## src/rtl/jtag_types_pkg.sv

```systemverilog
// Shared JTAG types: instruction decode enum and default opcodes.
// Imported by the IR, its decoder and the DR mux checker.
package jtag_types_pkg;

    typedef enum logic [1:0] {
        BYPASS         = 2'd0,
        IDCODE         = 2'd1,
        SAMPLE_PRELOAD = 2'd2,
        EXTEST         = 2'd3
    } instruction_decode_t;

    localparam int          DEF_IR_WIDTH    = 4;
    localparam logic [3:0]  DEF_RESET_INSTR = 4'h1;
    localparam logic [3:0]  DEF_OPC_EXTEST  = 4'h0;
    localparam logic [3:0]  DEF_OPC_IDCODE  = 4'h1;
    localparam logic [3:0]  DEF_OPC_SAMPLE  = 4'h2;

    // Fixed capture LSBs let the debugger detect a broken IR scan chain
    localparam logic [1:0]  IR_CAPTURE_LSBS = 2'b01;

endpackage

```

## src/rtl/jtag_ir_decode.sv

```systemverilog
// Combinational opcode to instruction mapping with a legal flag.
// Unknown opcodes fall back to BYPASS.
module jtag_ir_decode
    import jtag_types_pkg::*;
#(
    parameter int                  IR_WIDTH   = DEF_IR_WIDTH,
    parameter logic [IR_WIDTH-1:0] OPC_EXTEST = IR_WIDTH'(DEF_OPC_EXTEST),
    parameter logic [IR_WIDTH-1:0] OPC_IDCODE = IR_WIDTH'(DEF_OPC_IDCODE),
    parameter logic [IR_WIDTH-1:0] OPC_SAMPLE = IR_WIDTH'(DEF_OPC_SAMPLE),
    parameter logic [IR_WIDTH-1:0] OPC_BYPASS = '1
) (
    input  logic [IR_WIDTH-1:0] opcode,
    output instruction_decode_t decode,
    output logic                legal
);

    always_comb begin
        decode = BYPASS;
        legal  = 1'b1;
        unique case (1'b1)
            (opcode == OPC_EXTEST): decode = EXTEST;
            (opcode == OPC_IDCODE): decode = IDCODE;
            (opcode == OPC_SAMPLE): decode = SAMPLE_PRELOAD;
            (opcode == OPC_BYPASS): decode = BYPASS;
            default:                legal  = 1'b0;
        endcase
    end

endmodule

```

## src/rtl/jtag_ir_param.sv

```systemverilog
// Parametrised JTAG instruction register: capture/shift/update path,
// shift-length counting, update pulse and sticky illegal-opcode flag.
module jtag_ir_param
    import jtag_types_pkg::*;
#(
    parameter int                  IR_WIDTH      = DEF_IR_WIDTH,
    parameter logic [IR_WIDTH-1:0] RESET_INSTR   = IR_WIDTH'(DEF_RESET_INSTR),
    parameter logic [IR_WIDTH-1:0] OPC_EXTEST    = IR_WIDTH'(DEF_OPC_EXTEST),
    parameter logic [IR_WIDTH-1:0] OPC_IDCODE    = IR_WIDTH'(DEF_OPC_IDCODE),
    parameter logic [IR_WIDTH-1:0] OPC_SAMPLE    = IR_WIDTH'(DEF_OPC_SAMPLE),
    parameter logic [IR_WIDTH-1:0] OPC_BYPASS    = '1,
    parameter bit                  STRICT_LENGTH = 1'b0,
    localparam int                 CW            = $clog2(IR_WIDTH + 1)
) (
    input  logic                TCK,
    input  logic                nTRST,
    input  logic                TDI,
    input  logic                ir_capture,
    input  logic                ir_shift,
    input  logic                ir_update,
    input  logic                test_reset,
    input  logic                tlr_reset,
    input  logic [IR_WIDTH-3:0] capture_status,
    output logic                TDO,
    output logic [IR_WIDTH-1:0] ir_value,
    output instruction_decode_t parallel_out,
    output logic                ir_updated,
    output logic                illegal_instr,
    output logic [CW-1:0]       shift_count
);

    if (IR_WIDTH < 2) begin : g_bad_width
        $error("jtag_ir_param: IR_WIDTH must be at least 2");
    end

    if (OPC_EXTEST == OPC_IDCODE || OPC_EXTEST == OPC_SAMPLE ||
        OPC_EXTEST == OPC_BYPASS || OPC_IDCODE == OPC_SAMPLE ||
        OPC_IDCODE == OPC_BYPASS || OPC_SAMPLE == OPC_BYPASS)
    begin : g_dup_opcode
        $error("jtag_ir_param: opcode parameters must be distinct");
    end

    localparam logic [IR_WIDTH-1:0] RESET_SHIFT = IR_WIDTH'(IR_CAPTURE_LSBS);
    localparam logic [CW-1:0]       FULL_COUNT  = CW'(IR_WIDTH);

    logic [IR_WIDTH-1:0] shift_reg;
    logic [IR_WIDTH-1:0] update_reg;
    logic [CW-1:0]       count;
    logic                sync_reset;
    logic                length_ok;
    logic                shift_legal;
    instruction_decode_t unused_shift_decode;

    assign sync_reset = test_reset | tlr_reset;
    assign length_ok  = !STRICT_LENGTH || (count == FULL_COUNT);

    // Shift register and bit counter
    always_ff @(posedge TCK or negedge nTRST) begin
        if (!nTRST) begin
            shift_reg <= RESET_SHIFT;
            count     <= '0;
        end else if (sync_reset) begin
            shift_reg <= RESET_SHIFT;
            count     <= '0;
        end else if (ir_capture) begin
            shift_reg <= {capture_status, IR_CAPTURE_LSBS};
            count     <= '0;
        end else if (ir_shift) begin
            shift_reg <= {TDI, shift_reg[IR_WIDTH-1:1]};
            if (count != FULL_COUNT) begin
                count <= count + 1'b1;
            end
        end
    end

    // Update register, load pulse and sticky illegal flag
    always_ff @(posedge TCK or negedge nTRST) begin
        if (!nTRST) begin
            update_reg    <= RESET_INSTR;
            ir_updated    <= 1'b0;
            illegal_instr <= 1'b0;
        end else if (sync_reset) begin
            update_reg    <= RESET_INSTR;
            ir_updated    <= 1'b0;
            illegal_instr <= 1'b0;
        end else begin
            ir_updated <= 1'b0;
            if (!ir_capture && !ir_shift && ir_update) begin
                if (length_ok) begin
                    update_reg <= shift_reg;
                    ir_updated <= 1'b1;
                    if (!shift_legal) begin
                        illegal_instr <= 1'b1;
                    end
                end else begin
                    illegal_instr <= 1'b1;
                end
            end
        end
    end

    // Legality of the opcode about to be loaded
    jtag_ir_decode #(
        .IR_WIDTH   (IR_WIDTH),
        .OPC_EXTEST (OPC_EXTEST),
        .OPC_IDCODE (OPC_IDCODE),
        .OPC_SAMPLE (OPC_SAMPLE),
        .OPC_BYPASS (OPC_BYPASS)
    ) u_shift_decode (
        .opcode (shift_reg),
        .decode (unused_shift_decode),
        .legal  (shift_legal)
    );

    logic active_legal;

    jtag_ir_decode #(
        .IR_WIDTH   (IR_WIDTH),
        .OPC_EXTEST (OPC_EXTEST),
        .OPC_IDCODE (OPC_IDCODE),
        .OPC_SAMPLE (OPC_SAMPLE),
        .OPC_BYPASS (OPC_BYPASS)
    ) u_active_decode (
        .opcode (update_reg),
        .decode (parallel_out),
        .legal  (active_legal)
    );

    logic unused_active_legal;
    assign unused_active_legal = active_legal;

    assign TDO         = shift_reg[0];
    assign ir_value    = update_reg;
    assign shift_count = count;

endmodule

```

## config.mk

```make
export PLATFORM = sky130hd
export DESIGN_NAME = jtag_ir_param
export DESIGN_NICKNAME = d
export VERILOG_FILES = /design/src/rtl/jtag_types_pkg.sv /design/src/rtl/jtag_ir_decode.sv /design/src/rtl/jtag_ir_param.sv
export SDC_FILE = /design/constraint.sdc
export NUM_CORES = 1
export LEC_CHECK = 0
export BUFFER_PORTS_ARGS = -buffer_cell sky130_fd_sc_hd__buf_2
export CORE_AREA = 4 4 41 43
export DETAILED_ROUTE_END_ITERATION = 10
export DIE_AREA = 0 0 45 47
export GPL_ROUTABILITY_DRIVEN = 0
export HOLD_SLACK_MARGIN = 0.1
export PLACE_DENSITY = 0.85
export SLEW_MARGIN = 20
export SYNTH_ARGS = -nofsm -noshare
export SYNTH_HDL_FRONTEND = slang
export SYNTH_SLANG_ARGS = --single-unit
```

## constraint.sdc

```tcl
create_clock -name TCK -period 2 [get_ports TCK]
set_clock_uncertainty 0.15 [all_clocks]
set_input_delay 0.5 -clock TCK [delete_from_list [all_inputs] [get_ports TCK]]
set_output_delay 0.5 -clock TCK [all_outputs]
set_load 0.02 [all_outputs]
```

# Yosys cells after proc, flatten, opt, wreduce, memory -nomap -nowiden
# Cells that the tools add are included.
# word_totals
output_inout_bits	12
regBits	13
input_bits	10
# classes
bitwise	1
reduce_logical	12
eq_ne	7
muxes	16
add_sub_neg	1
# op_table
operator	n
two-way mux 4 bit	5
two-way mux 3 bit	4
== test 4 x 1 -> 1 bit, second input constant	2
== test 4 x 2 -> 1 bit, second input constant	2
logical NOT 4 bit	2
two-way mux 1 bit	6
one-hot mux 2 bit (3 select lines)	1
nonzero test 3 bit	2
== test 4 bit, second input constant	1
AND reduction 2 bit	2
OR reduction 4 bit	1
adder 3 x 1 -> 3 bit, second input constant	1
!= test 3 bit, second input constant	1
logical AND 1 bit	2
logical NOT 1 bit	2
!= test 2 bit, second input constant	1
nonzero test 2 bit	1
OR 1 bit	1

# Depth between registers and ports, before layout
# logic_depth
word_depth	6
mapped_depth	5

# Cells and area by module
# From an unflattened synthesis, not the netlist that was laid out.
# unflattened
cells_unflattened	69
area_unflattened_um2	769.5
# by_module_without_submodules
module	area_per_inst_um2	n_inst	seq_area_each_um2	cells_each
jtag_ir_param	711.9	1	327.8	59
jtag_ir_decode	28.8	2	0.0	5

# Worst setup path after synthesis
# OpenSTA, ideal clock, no wires.
# synth_path
path_type	reg2out
start	reg update_reg[2], in the netlist ir_value[2]
end	out parallel_out[0]
path_slack_ps	369
stages_incl_launch_ff	2
required_ps	1350
arrival_ps	981
cell_sequence	dfrtp_1 > nor3_1
# synth_between
elab_chain_cells	2
elab_cells_between_ends	4
classes_between	eq/ne (2); mux (1); reduce/logical (1)
# synth_lines
element	line_no	source
start, declared	jtag_ir_param.sv:47	logic [IR_WIDTH-1:0] update_reg;
start signal, assigned	jtag_ir_param.sv:90	update_reg <= shift_reg;
== test 4 x 2 -> 1 bit (tied with other cells)	jtag_ir_decode.sv:23	(opcode == OPC_SAMPLE): decode = SAMPLE_PRELOAD;
one-hot mux 2 bit (3 select lines) *	jtag_ir_decode.sv:20	unique case (1'b1)
end, declared	jtag_ir_param.sv:26	output instruction_decode_t parallel_out,
# Every way passes the cells marked *; elsewhere a longest branch is shown, timed or not.

# Worst setup path after layout
# layout_path
start	reg shift_reg[0]
end	out TDO
# layout_rtl
element	line_no	source
start, declared	jtag_ir_param.sv:46	logic [IR_WIDTH-1:0] shift_reg;
start signal, assigned	jtag_ir_param.sv:66	shift_reg <= {capture_status, IR_CAPTURE_LSBS};
start signal, assigned	jtag_ir_param.sv:69	shift_reg <= {TDI, shift_reg[IR_WIDTH-1:1]};
end, declared	jtag_ir_param.sv:24	output logic TDO,
# No word-level cell between the ends.

==> run metrics <==
final worst path period need=between 1.5 and 2 ns; Rel. slew slack=0.7523; final hold violations=0; Crit Path Max Fanout=5; vias in the first global route=515; Ports=22; antenna-violating nets left=0; layout cells sized above 1=0.3924; worst path arrival time=~1.0 ns; most frequent cell after synthesis=dfrtp_1; # setup viols final=0; cts bufs inserted=3; CP endpoint kind=output port; ys async rst share=1.000; first-pass GRT wire length=~2200 µm; kind of critical path=flop to output port; f_max=0.5918 GHz; multi-input logic area=286.5 µm²; outcome=completed; Ys Warns=0; clk slew on worst S/H paths=approximately 0.080 ns; Post-synth EDFFs=0; Synth top area share=0.4322; Leakage=0.0003979 µW; dpl hpwl=~970 µm; height of the die=47 µm; synthesized flop and latch total=13; largest cells by area after synthesis=dfrtp_1 43%, mux2i_1 11%, dfstp_2 8.3%; Clock Latency Late Sink=0.27 ns; synth cell count leaders=11 x dfrtp_1, 9 x nor2_1, 7 x mux2i_1; Worst-Margin Slew=0.3711 ns; initial core utilization=0.4894; Slowest cell on crit path=dfstp_2; die width=45 µm; H-tree depth=1; sequential-to-total area share from yosys stat=0.5147; CTS Root Cell=clkbuf_4; worst min-delay path class=primary input to flop; Syn Nets=67; setup TNS=0 ns; DRC viols=0; fin nets=just over 90; Mapped Cells=between 50 and 60; Register Area=327.8 µm²; prevailing post-synth register cell=dfrtp_1; critical path's top delay family=flip-flops; gr usage total=0.1456; # rows=13; Unique masters post-synth=21; area delta synth->final=22.99%; final worst-path cycle share=0.8448; required time of the critical path=1.35 ns; critical path's largest stage delay=roughly 0.6 ns; CTS tree=built; initial antenna violation count=0; Mapped Area=approximately 640 µm²; Final Max Tran Viols=0; core area=1301 µm²; post-route insts no fill=94; PD cells=about 620 nW/µm²; DRT Wirelength=1284 µm; gr ovfl total=0; drt pass-1 iters=4; synthesized area per cell=between 10 and 15 µm²; worst vdd ir=408.4 µV; wire length per cell=13.66 µm; n_diodes=0; Worst setup SP type=flop; filler cell count=110; CTS max path bufs=2; PortBufs=21; starting DRC count in detailed routing=7; largest net degree at the start of global routing=14; DP Cell Count=89; post_cts resized=0; Vias=between 400 and 500; Synth area leader=dfrtp_1; routed vias/inst=5.181; die area=2115 µm²; clock tree sinks=13; Critical Path, Cell by Cell=buf_2; RSZ-0062 raised after global routing=no; max_cap viols=0; worst path bufs/invs=1
repair_timing:
item                      4_1_cts  5_1_grt
setup buffers                   0        0
hold buffers                    1        0
hold endpoints to repair       11        0
routing by layer:
layer  GRT usage  vias up  part of all wire
li1            -      242                 -
met1      0.1727      228              0.46
met2      0.2401       15              0.48
met3     0.02682        2             0.051
met4     0.09942        0            0.0070
met5           0        -                 0
worst paths after layout:
| check | end | cells after the start | slack, ns | from |
|---|---|---|---|---|
| max | TDO | 1 | 0.31 | shift_reg[0] |
| min | shift_reg[2] | 3 | 0.32 | capture_status[0] |
| max reg2reg | shift_count[1] | 5 | 0.50 | shift_count[0] |
| min reg2reg | illegal_instr | 2 | 0.36 | illegal_instr |
| max in group asynchronous | ir_value[0] | 2 | 0.94 | nTRST |
| min in group asynchronous | illegal_instr | 2 | 0.49 | nTRST |
power by group:
group | internal [µW] | switching, µW
Clock | 74.1 | 87.6
Combinational | 24.5 | 28.4
Sequential | 267 | 4.58
Total | 366 | 121
through the flow:
| stage | utilization | setup WS (ns) | hold WS (ns) | cell area [µm²] | total power, µW |
|---|---|---|---|---|---|
| after detailed placement | 0.5731 | 0.3549 | 0.2455 | 745.7 | 328.6 |
| after CTS | 0.6019 | 0.2983 | 0.3207 | 783.3 | 490.2 |
| after global placement | 0.5731 | 0.3900 | 0.2468 | 745.7 | 326.6 |
| after global routing | 0.6019 | 0.2199 | 0.3384 | 783.3 | 509.4 |
| after floorplan | - | 0.3686 | 0.05441 | 636.9 | 308.1 |
| final | 0.6019 | 0.3104 | 0.3239 | 783.3 | 486.7 |
cell type report:
cell class                 instances  area share
clock buffer                       3     0.02875
clock inverter                     1    0.006390
inverter                           2    0.009585
multi-input combinational         38      0.3658
sequential                        13      0.4185
tap                               15     0.02396
timing repair buffer              22      0.1470
logic make-up (layout without fill, tap and decap cells):
family	after synthesis	after routing	share of synthesized area
mux	9	9	0.1454
compound gates	6	6	0.07074
xor+xnor	1	1	0.01375
buf+inv	4	28	0.03536
simple gates	20	20	0.1808
flops	13	13	0.5147
fa+ha+maj	2	2	0.03929
placed cells by master (no fill, tap or decap), types with 2 or more instances in the layout:
master and count:
dfrtp_1 11, ha_1 2, buf_2 21, inv_1 2, clkbuf_4 3, nor2b_1 3, mux2_2 2, a211o_1 3
nor2_1 9, dfstp_2 2, mux2i_1 7, nor3_1 3
worst reg2reg max path: stages, from the launching register on:
cell      delay, ns
dfrtp_1        0.43
inv_1          0.07
ha_1           0.20
a21boi_1       0.25
mux2i_1        0.23
nor2_1         0.06
Note: power is estimated with default switching activity, not from simulation.
